<file path="src/rtl/dac_soft_mute.sv">
// dac_soft_mute: applies one common Q1.15 gain to every lane of a packed DAC bus.
// The gain ramps linearly between mute (0) and unity (0x8000), so enabling or
// disabling a DAC never produces a step. force_mute is an immediate hard mute.
// Datapath latency is a fixed 2 clocks: multiply, then rescale.
module dac_soft_mute #(
  parameter int unsigned NUMBER_OF_LINE = 8,
  parameter int unsigned RAMP_STEP      = 32
) (
  input  logic                          clock,
  input  logic                          reset,
  input  logic [16*NUMBER_OF_LINE-1:0]  dac_data_in,
  input  logic                          enable,
  input  logic                          force_mute,
  output logic [16*NUMBER_OF_LINE-1:0]  dac_data_out,
  output logic [15:0]                   gain,
  output logic                          muted,
  output logic                          active
);

  typedef enum logic [1:0] {
    ST_MUTED     = 2'd0,
    ST_RAMP_UP   = 2'd1,
    ST_ACTIVE    = 2'd2,
    ST_RAMP_DOWN = 2'd3
  } state_t;

  localparam logic [15:0] UNITY16 = 16'h8000;
  localparam logic [16:0] UNITY17 = 17'h08000;
  localparam logic [16:0] STEP17  = 17'(RAMP_STEP);
  localparam logic [15:0] STEP16  = 16'(RAMP_STEP);

  state_t      r_state;
  state_t      w_state_next;
  logic [15:0] r_gain;
  logic [15:0] w_gain_next;
  logic [16:0] w_up_sum;
  logic [15:0] w_gain_up;
  logic [15:0] w_gain_dn;

  // Saturating ramp steps: up clamps at unity, down clamps at zero; g never wraps.
  always_comb begin
    w_up_sum  = {1'b0, r_gain} + STEP17;
    w_gain_up = (w_up_sum > UNITY17) ? UNITY16 : w_up_sum[15:0];
    w_gain_dn = (r_gain > STEP16) ? (r_gain - STEP16) : '0;
  end

  // State and gain registers.
  always_ff @(posedge clock) begin
    if (reset) begin
      r_state <= ST_MUTED;
      r_gain  <= '0;
    end else begin
      r_state <= w_state_next;
      r_gain  <= w_gain_next;
    end
  end

  // Next state and next gain; force_mute overrides everything.
  always_comb begin
    w_state_next = r_state;
    w_gain_next  = r_gain;
    if (force_mute) begin
      w_state_next = ST_MUTED;
      w_gain_next  = '0;
    end else begin
      case (r_state)
        ST_MUTED: begin
          w_gain_next = '0;
          if (enable) w_state_next = ST_RAMP_UP;
        end
        ST_RAMP_UP: begin
          if (!enable) begin
            // Reversal steps down immediately from the current gain.
            w_state_next = ST_RAMP_DOWN;
            w_gain_next  = w_gain_dn;
          end else begin
            w_gain_next = w_gain_up;
            if (w_gain_up == UNITY16) w_state_next = ST_ACTIVE;
          end
        end
        ST_ACTIVE: begin
          if (!enable) w_state_next = ST_RAMP_DOWN;
        end
        ST_RAMP_DOWN: begin
          if (enable) begin
            w_state_next = ST_RAMP_UP;
            w_gain_next  = w_gain_up;
          end else begin
            w_gain_next = w_gain_dn;
            if (w_gain_dn == '0) w_state_next = ST_MUTED;
          end
        end
        default: begin
          w_state_next = ST_MUTED;
          w_gain_next  = '0;
        end
      endcase
    end
  end

  // Status outputs decode the registered state directly, so they carry no extra delay.
  always_comb begin
    gain   = r_gain;
    muted  = (r_state == ST_MUTED);
    active = (r_state == ST_ACTIVE);
  end

  // Per-lane two-stage scaler: y = floor(x * g / 32768).
  for (genvar i = 0; i < NUMBER_OF_LINE; i++) begin : g_lane
    logic signed [32:0] w_x_ext;
    logic signed [32:0] w_g_ext;
    logic signed [32:0] w_prod;
    logic signed [32:0] r_prod;
    logic        [15:0] r_out;
    logic               w_unused_prod_bits;

    assign w_x_ext = {{17{dac_data_in[16*i+15]}}, dac_data_in[16*i +: 16]};
    assign w_g_ext = {17'b0, r_gain};
    assign w_prod  = w_x_ext * w_g_ext;

    // Stage 1: full-precision signed product with the gain of the same cycle.
    always_ff @(posedge clock) begin
      if (reset) r_prod <= '0;
      else       r_prod <= w_prod;
    end

    // Stage 2: arithmetic >>> 15; bits [30:15] always fit because |x*g| <= 2^30.
    always_ff @(posedge clock) begin
      if (reset) r_out <= '0;
      else       r_out <= r_prod[30:15];
    end

    assign dac_data_out[16*i +: 16] = r_out;
    assign w_unused_prod_bits       = ^{r_prod[32:31], r_prod[14:0]};
  end

endmodule

</file>
<file path="config.mk">
export PLATFORM = sky130hd
export DESIGN_NAME = dac_soft_mute
export DESIGN_NICKNAME = d
export VERILOG_FILES = /design/src/rtl/dac_soft_mute.sv
export SDC_FILE = /design/constraint.sdc
export NUM_CORES = 2
export LEC_CHECK = 0
export ABC_AREA = 1
export CAP_MARGIN = 5
export CORE_MARGIN = 10
export CORE_UTILIZATION = 55
export DETAILED_ROUTE_END_ITERATION = 8
export GPL_TIMING_DRIVEN = 0
export PLACE_DENSITY = 0.76
export SLEW_MARGIN = 20
export SYNTH_ARGS = -nofsm -noshare
export SYNTH_HDL_FRONTEND = slang
export SYNTH_SLANG_ARGS = --single-unit
</file>
<file path="constraint.sdc">
create_clock -name clock -period 6.6 [get_ports clock]
set_clock_uncertainty 0.05 [all_clocks]
set_input_delay 0.99 -clock clock [delete_from_list [all_inputs] [get_ports clock]]
set_output_delay 0.99 -clock clock [all_outputs]
set_load 0.02 [all_outputs]
</file>
-- After elaboration in Yosys (flattened, before gate mapping)
Cells that the tools add are included.
Widths: inputs -> output; s select.
- register bits after elaboration: 394
- input port bits: 132
- output and inout bits: 146
- word-level logic and storage cells: 55
- $add $sub $neg: 2
- $mul: 8
- order comparisons: 2
- equal/unequal tests: 8
- muxes and demuxes: 11
- reductions and logical operators: 6
- operators by type and width (cell ; number):
    $mul 16x17->31 ; 8
    $mux 16 ; 3
    $pmux 16 s2 ; 1
    $add 16x6->17 const B ; 1
    $gt 17x16->1 const B ; 1
    $eq 16x16->1 const B ; 1
    $gt 16x6->1 const B ; 1
    $logic_not 16->1 ; 1
    $sub 16x6->16 const B ; 1
    $mux 2 ; 6
    $pmux 2 s4 ; 1
    $ne 3x3->1 const B ; 2
    $eq 2x2->1 const B ; 2
    $ne 2x2->1 const B ; 2
    $reduce_and 4->1 ; 1
    $reduce_or 2->1 ; 2
    $eq 2x1->1 const B ; 1
    $logic_not 2->1 ; 1
    $reduce_bool 2->1 ; 1

-- Logic depth before layout (Yosys ltp)
- depth after elaboration: 7
- depth in mapped cells: 30
- gate-level depth less buffers: 26

-- Worst setup path before layout
Ideal clock, no wire load.
- path kind: in2reg
- start: in dac_data_in[119]
- end: reg g_lane[7].r_prod[20]
- arrival: 6.008 ns
- data required time: 6.427 ns
- setup slack: 0.419 ns
- stages: 25
- cells stage by stage: clkbuf_1 -> clkbuf_1 -> nand2_1 -> fa_1 -> inv_1 -> fa_1 -> inv_1 -> fa_1 -> inv_1 -> fa_1 -> fa_1 -> inv_1 -> fa_1 -> inv_1 -> ha_1 -> a21oi_1 -> inv_1 -> a21oi_1 -> inv_1 -> a21oi_1 -> inv_1 -> a21oi_1 -> o21ai_0 -> o21ai_0 -> a21oi_1
- cells in the longest elaborated chain, start to end: 1
- RTL lines (what ; line ; source):
    start: declaration ; 11 ; input logic [16*NUMBER_OF_LINE-1:0] dac_data_in,
    $mul 16x17->31 ; 119 ; assign w_prod = w_x_ext * w_g_ext;
    end signal: assignment ; 124 ; else r_prod <= w_prod;
    end: declaration ; 113 ; logic signed [32:0] r_prod;
Every way passes these cells.
A chain may end at the register's enable or synchronous reset.

-- Worst setup path after layout
- start: in dac_data_in[94]
- end: reg g_lane[5].r_prod[22]
- cells in the longest elaborated chain, start to end: 1
- RTL lines (what ; line):
    $mul 16x17->31 ; 119
    end signal: assignment ; 124
    end: declaration ; 113
Every way passes these cells.

==> results.md <==
* Result of the run: complete, but fails checks
* Violations in the final reports: negative setup slack
* Number of ports placed on the die boundary at 278
* Overall track demand over capacity in global routing at 0.403
* Routability-driven placement congestion ratio at a little over 1
* Worst hold margin at approximately 0.34 ns
* Grt ovf at 0
* Clock tree from TritonCTS: done
* Placed inst area at approximately 0.084 mm2
* Transition time at the pin with the least slew margin at 1.31 ns
* Post-synthesis cell type count at 51
* Portion of the clock cycle consumed by the worst path in the final layout at 1.00
* Leading post-synthesis cells by cell area: sky130_fd_sc_hd__fa_1, sky130_fd_sc_hd__inv_1, sky130_fd_sc_hd__ha_1, sky130_fd_sc_hd__nand2_1, sky130_fd_sc_hd__dfxtp_1
* First-pass GRT wire length at roughly 470 mm
* Pin count of the biggest net entering global routing at 20
* Worst setup path startpoint: dac_data_in[94]
* Cells after Synth at 10600
* Post-Layout Inst Area at 0.0869 mm2
* Number of violations of the max-capacitance limit at 0
* Share of power burned in combinational logic at 0.390
* Final std cells w/o fill at approximately 13000
* Type of origin of the critical path: input port
* Share of async-settable or async-resettable flops after synthesis at 0
* Synth Area per Inst at roughly 7.5 um2
* Highest achievable clock rate at around 150 MHz
* Final Hold Vio Count at 0
* Clock sink count at 274
* Fillers at 13200
* Proportion of power drawn by flip-flops and latches at 0.300
* Floorplan die width at 399 um
* Hold buffer count at cts at 0
* Sequential-to-total area share from yosys stat at 0.0694
* Clock slew seen by the registers of the worst setup and hold paths at 0.07 ns
* Critical path endpoint: g_lane[5].r_prod[22]
* Slack of the worst reg-to-reg path at -0.02 ns
* Setup Slack @ Placement at -1.65 ns
* Via Count at 71500
* Worst slew margin relative to its limit at 0.127
* Overall Power at 0.00613 W
* DRC Markers at 0
* Residual antenna-violating net count after detailed routing at 0
* Path category of the worst min-delay check: register to register
* Layout cells sized above 1 at 0.0494
* Count of flip-flops with a built-in enable after synthesis at 0
* Clk Latency, worst-skew pair at 0.62 ns
* Root buffer selected by CTS: sky130_fd_sc_hd__clkbuf_16
* Worst IR drop on VDD at 0.000204 V
* Flip-flop cell with the highest count after synthesis: sky130_fd_sc_hd__dfxtp_1
* Largest buffer count on any clock path at 3
* Net switching power of the design at 0.00249 W
* Type of destination of the critical path: register
* Number of vias per cell at approximately 5.6
* CTS buffer count at 34
* Inst Count DP at 12700
* Cell taking the most area after synthesis: sky130_fd_sc_hd__fa_1
* Final setup margin at -0.0242 ns
* Synth-to-Final Area Change at 9.85%
* Violation count after the first detailed-routing iteration at 7410
* Endpoint required time on the critical path at 7.04 ns
* Static power due to leakage at 51.9 nW
* Flops & latches, synth at between 200 and 300
* RSZ-0062 raised after global routing: yes
* Antenna violations before repair at 69
* Switch share at 0.407
* Area of the die at 0.159 mm2
* R2R Path End: g_lane[5].r_prod[22]
* DP Wirelength at 259 mm
* WL/cell at 25.0 um
* Power density over the cells at between 70 and 80 mW/mm2
* Number of global-route vias before repair at between 70000 and 80000
* Startpoint of the worst register-to-register path: gain[3]
* Final number of max-transition violations at 0
* Type of the worst setup path: input port to register
* Netlist area before placement at 0.0791 mm2
* Warnings from Yosys at 0
* Final min period at 6.62 ns
* Die outline height at 399 um
* Core Area at 0.143 mm2
* Number of levels in the clock H-tree at 2
* Initial Utilization at 0.552
* Number of core rows at 139
* Final net count at around 13000
* Part of the power in the clock network at 0.310
* Final setup violation count at 2
* Router iterations before antenna repair at 7
* Number of cells on the worst reg-to-reg path at 20
* Endpoint arrival time on the critical path at 7.07 ns
* Internal power summed over all cells at 0.00364 W
* Number of buffers inserted by port buffering at 161
* CP max FO at 10
* Yosys top cell area share at 0.391
* Post-Syn Nets at 13100
* Final routed wirelength across all metal layers at 320 mm
[critical path, cell delays in order]
cell                       delay, ns
sky130_fd_sc_hd__clkbuf_1       0.50
sky130_fd_sc_hd__clkbuf_1       0.52
sky130_fd_sc_hd__nand2_1        0.16
sky130_fd_sc_hd__fa_1           0.52
sky130_fd_sc_hd__fa_1           0.49
sky130_fd_sc_hd__inv_1          0.05
sky130_fd_sc_hd__fa_1           0.49
sky130_fd_sc_hd__fa_1           0.44
sky130_fd_sc_hd__fa_1           0.52
sky130_fd_sc_hd__inv_1          0.06
sky130_fd_sc_hd__fa_1           0.48
sky130_fd_sc_hd__inv_1          0.06
sky130_fd_sc_hd__ha_1           0.33
sky130_fd_sc_hd__a21oi_1        0.27
sky130_fd_sc_hd__o21ai_0        0.16
sky130_fd_sc_hd__a21oi_1        0.37
sky130_fd_sc_hd__o211ai_1       0.26
sky130_fd_sc_hd__buf_4          0.20
sky130_fd_sc_hd__o21ai_0        0.14
sky130_fd_sc_hd__a21oi_1        0.06
[flip-flops by register name (all words and copies together) (netlist names)]
| name | count |
|---|---|
| g_lane.r_prod | 128 |
| g_lane.r_out | 128 |
| gain | 16 |
| r_state | 2 |
[synth_stat cells, drive strengths merged, types with 6 or more instances]
cell    count
inv      3225
nand2    2554
fa       1544
ha        872
nor2      536
clkbuf    458
a21oi     382
dfxtp     274
o21ai     199
nand3     121
nor3       55
o21a       43
nand4      40
a31oi      37
buf        37
a21o       33
xnor2      32
xor2       25
o21bai     18
o211ai     16
nor4       12
clkinv      8
a21boi      6
[power groups by stage]
stage / Combinational (W) / Sequential [W] / Clock, W
final: 0.00239 / 0.00184 / 0.00190
after global routing: 0.00260 / 0.00185 / 0.00200
after CTS: 0.00230 / 0.00184 / 0.00194
after detailed placement: 0.00227 / 0.00188 / 0
after global placement: 0.00222 / 0.00187 / 0
after floorplan: 0.00136 / 0.00194 / 0
[worst min path at each step]
| stage | cells after the start | to | slack, ns | start |
|---|---|---|---|---|
| final | 2 | g_lane[1].r_out[9] | 0.34 | g_lane[1].r_prod[24] |
| after global routing | 2 | g_lane[1].r_out[9] | 0.35 | g_lane[1].r_prod[24] |
| after CTS | 2 | g_lane[1].r_out[9] | 0.34 | g_lane[1].r_prod[24] |
| after detailed placement | 2 | g_lane[7].r_out[1] | 0.34 | g_lane[7].r_prod[16] |
| after global placement | 2 | g_lane[3].r_out[0] | 0.34 | g_lane[3].r_prod[15] |
| after floorplan | 2 | g_lane[0].r_out[0] | 0.34 | g_lane[0].r_prod[15] |
[cells in the final DEF (no fill, tap or decap), drive strengths merged, types with 3 or more instances in the layout]
cell	synthesis	final
clkinv	8	7
o311ai	3	3
xnor2	32	32
nor3	55	55
a21oi	382	382
a21boi	6	6
dlymetal6s2s	0	5
a31oi	37	37
ha	872	872
o221ai	5	5
buf	37	175
o211ai	16	16
diode	0	73
o21bai	18	18
o221a	3	3
a221oi	4	4
nor4	12	12
clkdlybuf4s50	0	156
nand4	40	40
o31ai	5	5
inv	3225	3230
a21o	33	33
clkbuf	458	414
o21ai	199	199
fa	1544	1544
dfxtp	274	274
xor2	25	25
o211a	4	4
nand2	2554	2554
o21a	43	43
nand3	121	121
clkinvlp	0	6
nor2	536	536
[kinds of logic after synthesis]
kind of cell             synth area share
flip-flops                         0.0694
AO/OA/AOI/OAI                      0.0542
XOR/XNOR                          0.00631
buffers and inverters               0.178
adder cells (fa/ha/maj)             0.529
AND/OR/NAND/NOR                     0.163
[layer usage]
layer,track usage,part of all wire
met5,0,0.0010
met4,0.303,0.094
met3,0.181,0.15
met2,0.577,0.41
met1,0.473,0.35
[repair_timing]
action | 4_1_cts | 5_1_grt
gates resized for setup | 235 | 550
gates cloned | 0 | 0
buffers inserted | 0 | 15
pin swaps | 0 | 3
setup endpoints to repair | 128 | 117
hold endpoints to repair | 0 | 0
[stage by stage]
stage	TNS, ns	utilization
final	-0.0388	0.606
after global routing	-0.107	0.605
after CTS	-0.00767	0.600
after detailed placement	-147.07	0.589
after global placement	-267.42	0.580
after floorplan	0	-
[layout make-up]
cell class / count / area (um2) / share of cell area
Clock inverter: 11 / 116 / 0.00134
Inverter: 3233 / 12200 / 0.140
Timing Repair Buffer: 224 / 2960 / 0.0341
Antenna cell: 73 / 183 / 0.00210
Sequential cell: 274 / 5500 / 0.0634
Clock buffer: 43 / 956 / 0.0110
Tap cell: 1903 / 2380 / 0.0274
Buffer: 483 / 2960 / 0.0341
Multi-Input combinational cell: 6560 / 59600 / 0.687
Note: power is estimated with default switching activity, not from simulation.
